--- src/rtl/tts_pkg.sv ---
// Shared types and constants for the truth table scanner.
//   state_e   : scanner FSM states
//   VEC_COUNT : number of two-input vectors per scan
//   IDX_W     : width of the vector index
package tts_pkg;

    typedef enum logic [1:0] {
        ST_IDLE  = 2'd0,
        ST_DRIVE = 2'd1,
        ST_DONE  = 2'd2
    } state_e;

    localparam int unsigned VEC_COUNT = 4;
    localparam int unsigned IDX_W     = 2;

    localparam logic [IDX_W-1:0] LAST_IDX = IDX_W'(VEC_COUNT - 1);

    typedef logic [VEC_COUNT-1:0] table_t;

endpackage

--- src/rtl/tts_dwell_cnt.sv ---
// Dwell counter: counts 0..DWELL-1 while enabled, then wraps to 0.
//   clk, rst_n : clock, async active-low reset
//   clr        : synchronous clear (wins over en)
//   en         : count enable
//   cnt        : current count (registered)
//   last_c     : combinational strobe, high while cnt == DWELL-1
module tts_dwell_cnt #(
    parameter int unsigned DWELL = 10,
    parameter int unsigned CNT_W = 8
) (
    input  logic             clk,
    input  logic             rst_n,
    input  logic             clr,
    input  logic             en,
    output logic [CNT_W-1:0] cnt,
    output logic             last_c
);

    logic [CNT_W-1:0] cnt_q;
    logic [CNT_W-1:0] cnt_d;

    assign last_c = (cnt_q == CNT_W'(DWELL - 1));
    assign cnt    = cnt_q;

    // Next count: never exceeds DWELL-1.
    always_comb begin
        cnt_d = cnt_q;
        if (clr) begin
            cnt_d = '0;
        end else if (en) begin
            cnt_d = last_c ? '0 : cnt_q + CNT_W'(1);
        end
    end

    always_ff @(posedge clk or negedge rst_n) begin
        if (!rst_n) begin
            cnt_q <= '0;
        end else begin
            cnt_q <= cnt_d;
        end
    end

endmodule

--- src/rtl/truth_table_scanner.sv ---
// Truth table scanner: steps x/y through 00,01,10,11, holds each vector for
// DWELL cycles, samples z in the last cycle of each dwell, and compares the
// captured 4-bit table against an expected table latched at start.
//   clk, rst_n : clock, async active-low reset
//   start      : scan request (ignored unless idle)
//   expected   : expected z per vector, bit i for {x,y}=i
//   z          : output of the experiment under test
//   x, y       : registered stimulus
//   busy       : scan in progress
//   done       : one-cycle completion pulse
//   table_o    : captured z values, bit i for vector i
//   pass       : captured table matched (held until next accepted start)
//   glitch     : (TTS_GLITCH_CHECK_EN only) z moved outside the settle window
// Optional feature macro: TTS_GLITCH_CHECK_EN.
module truth_table_scanner
    import tts_pkg::*;
#(
    parameter int unsigned DWELL = 10,
    parameter int unsigned CNT_W = 8
) (
    input  logic                 clk,
    input  logic                 rst_n,
    input  logic                 start,
    input  logic [VEC_COUNT-1:0] expected,
    input  logic                 z,
    output logic                 x,
    output logic                 y,
    output logic                 busy,
    output logic                 done,
    output logic [VEC_COUNT-1:0] table_o,
`ifdef TTS_GLITCH_CHECK_EN
    output logic                 glitch,
`endif
    output logic                 pass
);

    state_e           state_q, state_d;
    logic [IDX_W-1:0] idx_q, idx_d;
    table_t           exp_q, exp_d;
    table_t           table_q, table_d;
    logic             pass_q, pass_d;
    logic             x_q, x_d;
    logic             y_q, y_d;
    logic             busy_q, busy_d;
    logic             done_q, done_d;

    logic [CNT_W-1:0] cnt;
    logic             last_c;

    tts_dwell_cnt #(
        .DWELL (DWELL),
        .CNT_W (CNT_W)
    ) u_dwell_cnt (
        .clk    (clk),
        .rst_n  (rst_n),
        .clr    (state_q != ST_DRIVE),
        .en     (state_q == ST_DRIVE),
        .cnt    (cnt),
        .last_c (last_c)
    );

`ifdef TTS_GLITCH_CHECK_EN
    logic glitch_q, glitch_d;
    logic z_prev_q;
`else
    // The count only feeds the glitch settle window, absent in this build.
    logic unused_cnt;
    assign unused_cnt = ^cnt;
`endif

    // Next-state, sampling and compare.
    always_comb begin
        state_d = state_q;
        idx_d   = idx_q;
        exp_d   = exp_q;
        table_d = table_q;
        pass_d  = pass_q;
        x_d     = 1'b0;
        y_d     = 1'b0;
        busy_d  = 1'b0;
        done_d  = 1'b0;
`ifdef TTS_GLITCH_CHECK_EN
        glitch_d = glitch_q;
`endif
        case (state_q)
            ST_IDLE: begin
                if (start) begin
                    exp_d   = expected;
                    table_d = '0;
                    pass_d  = 1'b0;
                    idx_d   = '0;
`ifdef TTS_GLITCH_CHECK_EN
                    glitch_d = 1'b0;
`endif
                    state_d = ST_DRIVE;
                end
            end
            ST_DRIVE: begin
                x_d    = idx_q[1];
                y_d    = idx_q[0];
                busy_d = 1'b1;
`ifdef TTS_GLITCH_CHECK_EN
                // First two cycles of a vector are the settle window.
                if ((cnt >= CNT_W'(2)) && (z != z_prev_q)) begin
                    glitch_d = 1'b1;
                end
`endif
                if (last_c) begin
                    table_d[idx_q] = z;
                    if (idx_q == LAST_IDX) begin
                        state_d = ST_DONE;
                    end else begin
                        idx_d = idx_q + IDX_W'(1);
                    end
                end
            end
            ST_DONE: begin
                done_d = 1'b1;
`ifdef TTS_GLITCH_CHECK_EN
                pass_d = (table_q == exp_q) && !glitch_q;
`else
                pass_d = (table_q == exp_q);
`endif
                state_d = ST_IDLE;
            end
            default: begin
                state_d = ST_IDLE;
            end
        endcase
    end

    always_ff @(posedge clk or negedge rst_n) begin
        if (!rst_n) begin
            state_q <= ST_IDLE;
            idx_q   <= '0;
            exp_q   <= '0;
            table_q <= '0;
            pass_q  <= 1'b0;
            x_q     <= 1'b0;
            y_q     <= 1'b0;
            busy_q  <= 1'b0;
            done_q  <= 1'b0;
        end else begin
            state_q <= state_d;
            idx_q   <= idx_d;
            exp_q   <= exp_d;
            table_q <= table_d;
            pass_q  <= pass_d;
            x_q     <= x_d;
            y_q     <= y_d;
            busy_q  <= busy_d;
            done_q  <= done_d;
        end
    end

`ifdef TTS_GLITCH_CHECK_EN
    always_ff @(posedge clk or negedge rst_n) begin
        if (!rst_n) begin
            glitch_q <= 1'b0;
            z_prev_q <= 1'b0;
        end else begin
            glitch_q <= glitch_d;
            z_prev_q <= z;
        end
    end

    assign glitch = glitch_q;
`endif

    assign x       = x_q;
    assign y       = y_q;
    assign busy    = busy_q;
    assign done    = done_q;
    assign table_o = table_q;
    assign pass    = pass_q;

endmodule

--- config.mk ---
export PLATFORM = sky130hd
export DESIGN_NAME = truth_table_scanner
export DESIGN_NICKNAME = d
export VERILOG_FILES = /design/src/rtl/tts_pkg.sv /design/src/rtl/tts_dwell_cnt.sv /design/src/rtl/truth_table_scanner.sv
export SDC_FILE = /design/constraint.sdc
export NUM_CORES = 1
export LEC_CHECK = 0
export CAP_MARGIN = 40
export CORE_MARGIN = 5
export CORE_UTILIZATION = 56
export CTS_CLUSTER_DIAMETER = 40
export CTS_CLUSTER_SIZE = 12
export DETAILED_ROUTE_END_ITERATION = 8
export PLACE_DENSITY = 0.81
export RECOVER_POWER = 25
export SETUP_SLACK_MARGIN = 0.15
export SYNTH_ARGS = -nofsm -noshare
export SYNTH_HDL_FRONTEND = slang
export SYNTH_SLANG_ARGS = --single-unit
--- constraint.sdc ---
create_clock -name clk -period 2.8 [get_ports clk]
set_input_delay 0.56 -clock clk [delete_from_list [all_inputs] [get_ports clk]]
set_output_delay 0.56 -clock clk [all_outputs]
set_load 0.005 [all_outputs]
==> results of run 1 <==
-- cell usage in the layout, fill, tap and decap left out, types with 5 or more instances in the layout --
cell type        synthesis  layout
nor2_1                   9       9
mux2i_1                  5       5
xnor2_1                  5       5
inv_1                    5       5
nand2_1                  9       9
clkdlybuf4s50_1          0      15
ha_1                     6       6
nand4_1                  8       8
dfrtp_1                 25      25
nand3_1                  5       5
-- power breakdown --
group          internal, W  switching [W]
Clock            0.0000556       0.000100
Combinational     0.000226       0.000209
Sequential        0.000466       0.000113
-- flip-flops by register name, summed over array words and instances (netlist names) --
signal,flops
exp_q,4
idx_q,2
state_q,2
u_dwell_cnt.cnt,8
pass,1
done,1
table_o,4
y,1
busy,1
x,1
-- cells by family after synthesis --
family,synth area share (%)
buffers and inverters,3.19
XOR/XNOR,5.04
multiplexers,8.74
AND/OR/NAND/NOR,19.8
adder cells (fa/ha/maj),6.17
flip-flops,51.4
AO/OA/AOI/OAI,5.65
-- cells in the mapped netlist (2+ instances only) --
cell type / number / area share, %
dfrtp_1: 25 / 51
nand2_1: 9 / 2.8
nor2_1: 9 / 2.8
nand4_1: 8 / 4.1
ha_1: 6 / 6.2
inv_1: 5 / 1.5
mux2i_1: 5 / 4.1
nand3_1: 5 / 2.1
xnor2_1: 5 / 3.6
a21oi_1: 4 / 1.6
o21ai_0: 4 / 1.6
or3_1: 4 / 2.1
mux2_4: 3 / 3.7
xor2_1: 2 / 1.4
-- final cells by class --
type	instances	share of cell area [%]
clock buffers	4	1.84
inverters	6	1.58
multi-input cells	77	38.8
flip-flops and latches	25	43.9
well taps	27	2.37
repair buffers	17	11.5
-- per-layer routing --
metal  up-vias  global-route usage (%)
met5         -                       0
met4         0                    7.12
met3         2                    3.21
met2        40                    26.2
met1       419                    18.9
li1        423                       -
-- per-stage QoR --
step | instance area (um2) | total power, W | hold slack, ns
4_1_cts | 1430 | 0.00118 | 0.554
2_1_floorplan | 1220 | 0.000863 | 0.264
6_report | 1430 | 0.00117 | 0.546
3_5_place_dp | 1400 | 0.00102 | 0.520
5_1_grt | 1430 | 0.00125 | 0.573
3_3_place_gp | 1400 | 0.000988 | 0.511
-- worst min path at each step --
stage                     cells after the start     start  slack (ns)        to
after CTS                                     1  exp_q[0]        0.55  exp_q[0]
final                                         2      pass        0.55      pass
after detailed placement                      1  exp_q[0]        0.52  exp_q[0]
after global routing                          1  exp_q[0]        0.57  exp_q[0]
after floorplan                               0     rst_n        0.26      busy
after global placement                        1  exp_q[1]        0.51  exp_q[1]
==> summary.md, run 1 <==
| Metric | Value |
|---|---|
| Status | `complete, no violations` |
| Cts hold-fix bufs | `0` |
| Die area | `3210 um2` |
| Reg-to-Reg Start | `u_dwell_cnt.cnt[5]` |
| Crit path kind | `register to primary output` |
| WP depth | `1` |
| TritonCTS buffer count | `3` |
| I/O Buffers | `16` |
| WP buf/inv | `1` |
| Yosys reg bits | `25` |
| DR top layer | `met4` |
| CP max stage delay | `0.52 ns` |
| Crit-path cells | `clkdlybuf4s50_1` |
| DRC | `0` |
| Yosys warnings | `0` |
| Fin crit share | `64.6%` |
| WP data arrival | `1.25 ns` |
| Post-Route WL | `2290 um` |
| Tmin final | `1.81 ns` |
| Post CTS Setup Buffer Count | `0` |
| Initial cell density of the core | `60.2%` |
| Max Fclk | `0.553 GHz` |
| Final std cells w/o fill | `156` |
| Layout Utilization | `70.5%` |
| Vias in the first global route | `909` |
| Crit path from | `table_o[1]` |
| RSZ-0062 raised after global routing | `no` |
| Via Count | `884` |
| Worst Hold Class | `register to register` |
| Post-synth EDFFs | `0` |
| Initial drt markers | `25` |
| Worst setup path endpoint | `table_o[1]` |
| Final WS setup | `0.991 ns` |
| Die Wd | `56.6 um` |
| Clock transition at the registers of the reported paths | `0.13 ns` |
| Cell count after placement | `152` |
| Clk sink count | `25` |
| Total Routing Usage GR | `15.6%` |
| Synthesized area | `1220 um2` |
| Final setup fails | `0` |
| Worst-path maximum fanout | `3` |
| Area Growth Syn to Fin | `17.1%` |
| Rows | `16` |
| H-tree depth | `1` |
| Root Driver | `clkbuf_4` |
| Cells after Synth | `110` |
| Sequential cell area fraction in the yosys report | `51.4%` |
| Critical Path RT | `2.24 ns` |
| Worst slew pin tran | `1.29 ns` |
| Distinct cells, synth | `30` |
| Critical-path top delay cell | `clkdlybuf4s50_1` |
| Power density over the cells | `821 nW/um2` |
| Multi-input gate area | `553 um2` |
| Crit. End Element | `primary output` |
| Pleak | `0.656 nW` |
| First-pass GRT wire length | `3920 um` |
| Max-capacitance violation count | `0` |
| Mapped Nets | `124` |
| Num ports | `17` |
| Final Skew | `0.00563 ns` |
| Ant diodes | `0` |
| Hpwl dp | `1700 um` |
| Avg Cell Area, Syn | `11.1 um2` |
| Largest net degree at the start of global routing | `26` |
| Pre-antenna DRT Iters | `4` |
| Reg-to-reg endpoint | `u_dwell_cnt.cnt[2]` |
| Initial antenna violation count | `0` |
| Setup TNS | `0 ns` |
| Skew-Pair Late Insertion Delay | `0.31 ns` |
| Met1 WL | `977 um` |
| CTS tree | `done` |
| Synth async-reset ratio | `100%` |
| Met3 WL post-DR | `137 um` |
| FILL cells | `165` |
| Cell family with most CP delay | `buffers and inverters` |
| Total grt overflow | `0` |
| PostCTS Resize Cnt | `0` |
| Vias per cell | `5.67` |
| Final Slew Violations | `0` |
| Antenna viol nets, final | `0` |
| Nets@finish | `144` |
| Critical Path Source Type | `register` |
| Max IR drop VDD | `0.000570 V` |
| Final Hold Vio Count | `0` |
| Drt wl/cell | `14.7 um` |
| Die Y | `56.6 um` |
| R2r worst-path depth | `3` |
| Rel. slew slack | `13.9%` |
| R2R Setup Slk | `1.27 ns` |
| Layout cell share with drive strength beyond 1 | `8.53%` |
| Predominant post-synthesis flop cell | `dfrtp_1` |
| Pre-CTS setup slack | `0.845 ns` |
| Reg area | `626 um2` |
| Max Root-Sink Buffers | `2` |
| GPL Wtd Cong | `0.796` |
| Core area | `2020 um2` |
| Routed met2 length | `1180 um` |
(Power assumes the default switching activity.)
==> run 2: changes to the inputs <==
Settings changed: CORE_UTILIZATION 56 to 53, PLACE_DENSITY 0.81 to 0.78.
Clock period 2.8 ns to 1.8 ns, I/O delays scaled along.
==> run 2 against run 1 <==
  * Hold slack got worse by 0.0061 ns
  * Clock power rose by 66%
  * First-iteration DRC count decreased by 32%
  * Combinational power grew 64%
  * Sequential power up 53%
  * Die area up 4.6%
  * Routed wire length decreased by 2.5%
  * Utilization is 4.1 points lower
  * Cell count is 3.2% higher
  * Global-route usage is 0.42 points lower
  * Critical path type unchanged
==> summary.md, run 2 (synthesis results as in run 1) <==
| Metric | Value |
|---|---|
| Worst Hold Class | `primary input to async pin` |
| Final setup fails | `0` |
| GPL Wtd Cong | `0.785` |
| Max IR drop VDD | `0.000752 V` |
| RSZ-0062 raised after global routing | `yes` |
| Reg-to-Reg Start | `u_dwell_cnt.cnt[1]` |
| Final Slew Violations | `0` |
| Reg-to-reg endpoint | `idx_q[1]` |
| Largest register FFs | `8` |
| Crit path kind | `register to primary output` |
| Die Y | `57.9 um` |
| WP data arrival | `1.24 ns` |
| Die area | `3360 um2` |
| Fin crit share | `88.8%` |
| R2r worst-path depth | `5` |
| Layout cell share with drive strength beyond 1 | `13.5%` |
| Setup TNS | `0 ns` |
| Nets@finish | `148` |
| WP buf/inv | `1` |
| Total grt overflow | `0` |
| Vias per cell | `5.50` |
| First-pass GRT wire length | `3860 um` |
| Commonest non-fill, non-tap cell in the layout | `dfrtp_1` |
| Area Growth Syn to Fin | `20.6%` |
| Crit. End Element | `primary output` |
| Rel. slew slack | `60.4%` |
| Post-Route WL | `2230 um` |
| Rows | `17` |
| H-tree depth | `1` |
| Drt wl/cell | `13.9 um` |
| CTS tree | `done` |
| Initial drt markers | `17` |
| Crit-path cells | `clkdlybuf4s50_1` |
| Cts hold-fix bufs | `0` |
| Cell family with most CP delay | `buffers and inverters` |
| Largest net degree at the start of global routing | `26` |
| TritonCTS buffer count | `3` |
| Antenna viol nets, final | `0` |
| Commonest cells after routing, fill and taps aside | `25 x dfrtp_1, 14 x clkdlybuf4s50_1, 9 x nor2_1, 9 x nand2_1, 8 x nand4_1` |
| Root Driver | `clkbuf_4` |
| Max Root-Sink Buffers | `2` |
| Core area | `2210 um2` |
| Num ports | `17` |
| Initial cell density of the core | `55.0%` |
| Critical Path RT | `1.44 ns` |
| I/O Buffers | `16` |
| R2R Setup Slk | `0.36 ns` |
| Total Routing Usage GR | `15.2%` |
| Pre-antenna DRT Iters | `4` |
| Max Fclk | `0.626 GHz` |
| Critical-path top delay cell | `clkdlybuf4s50_1` |
| CP max stage delay | `0.51 ns` |
| Critical Path Source Type | `register` |
| Final Skew | `0.00118 ns` |
| Power density over the cells | `1270 nW/um2` |
| Vias in the first global route | `877` |
| Clock transition at the registers of the reported paths | `0.14 ns` |
| Die Wd | `57.9 um` |
| Status | `complete, no violations` |
| Skew-Pair Late Insertion Delay | `0.32 ns` |
| Hold Slack | `0.540 ns` |
| Initial antenna violation count | `0` |
| Final Hold Vio Count | `0` |
| Worst-path maximum fanout | `3` |
| Max-capacitance violation count | `0` |
| Hpwl dp | `1650 um` |
| Ant diodes | `0` |
| Pleak | `0.699 nW` |
| DRC | `0` |
| Clk sink count | `25` |
| Via Count | `885` |
| Worst slew pin tran | `0.594 ns` |
| FILL cells | `186` |
| Tmin final | `1.60 ns` |
==> run 2: cell type report <==
cell class	count	area (um2)	share of cell area (%)
multi-input combinational	77	557	37.9
inverter	6	22.5	1.53
tap	28	35.0	2.39
sequential	25	626	42.6
timing repair buffer	21	198	13.5
clock inverter	1	7.51	0.512
clock buffer	3	22.5	1.53
==> run 2: worst max path at each step <==
stage | start | to | slack, ns | cells past startpoint
2_1_floorplan | state_q[0] | exp_q[0] | 0.45 | 3
3_3_place_gp | start | exp_q[0] | 0.06 | 3
3_5_place_dp | start | exp_q[2] | 0.03 | 3
4_1_cts | table_o[2] | table_o[2] | 0.15 | 1
5_1_grt | table_o[1] | table_o[1] | 0.12 | 1
6_report | table_o[3] | table_o[3] | 0.20 | 1
==> run 2: layer usage <==
layer,wire (um),global-route usage (%)
met4,51,9.60
met2,1100,23.2
met3,132,3.12
met1,952,19.5
met5,0,0
==> run 2: power by group <==
part / internal, W / total (W) / leakage [nW] / switching (W)
clock network: 0.0000850 / 0.000259 / 0.0139 / 0.000174
logic: 0.000383 / 0.000713 / 0.379 / 0.000331
registers: 0.000724 / 0.000886 / 0.306 / 0.000162
total: 0.00119 / 0.00186 / 0.699 / 0.000667
==> run 2: per-stage QoR <==
step                      power (W)  instances  util (%)  area, um2  setup slack, ns
after global placement      0.00154        153      63.5       1400           0.0582
final                       0.00186        161      66.3       1470            0.201
after global routing        0.00200        161      66.3       1470            0.125
after detailed placement    0.00157        153      63.5       1400           0.0343
after CTS                   0.00184        157      64.8       1430            0.152
after floorplan             0.00134        110         -       1220            0.452
==> run 2: repair_timing <==
item / CTS / global route
endpoints found under the hold margin: 0 / 0
gates resized for setup: 0 / 2
endpoints found under the setup margin: 0 / 9
setup buffers: 0 / 4
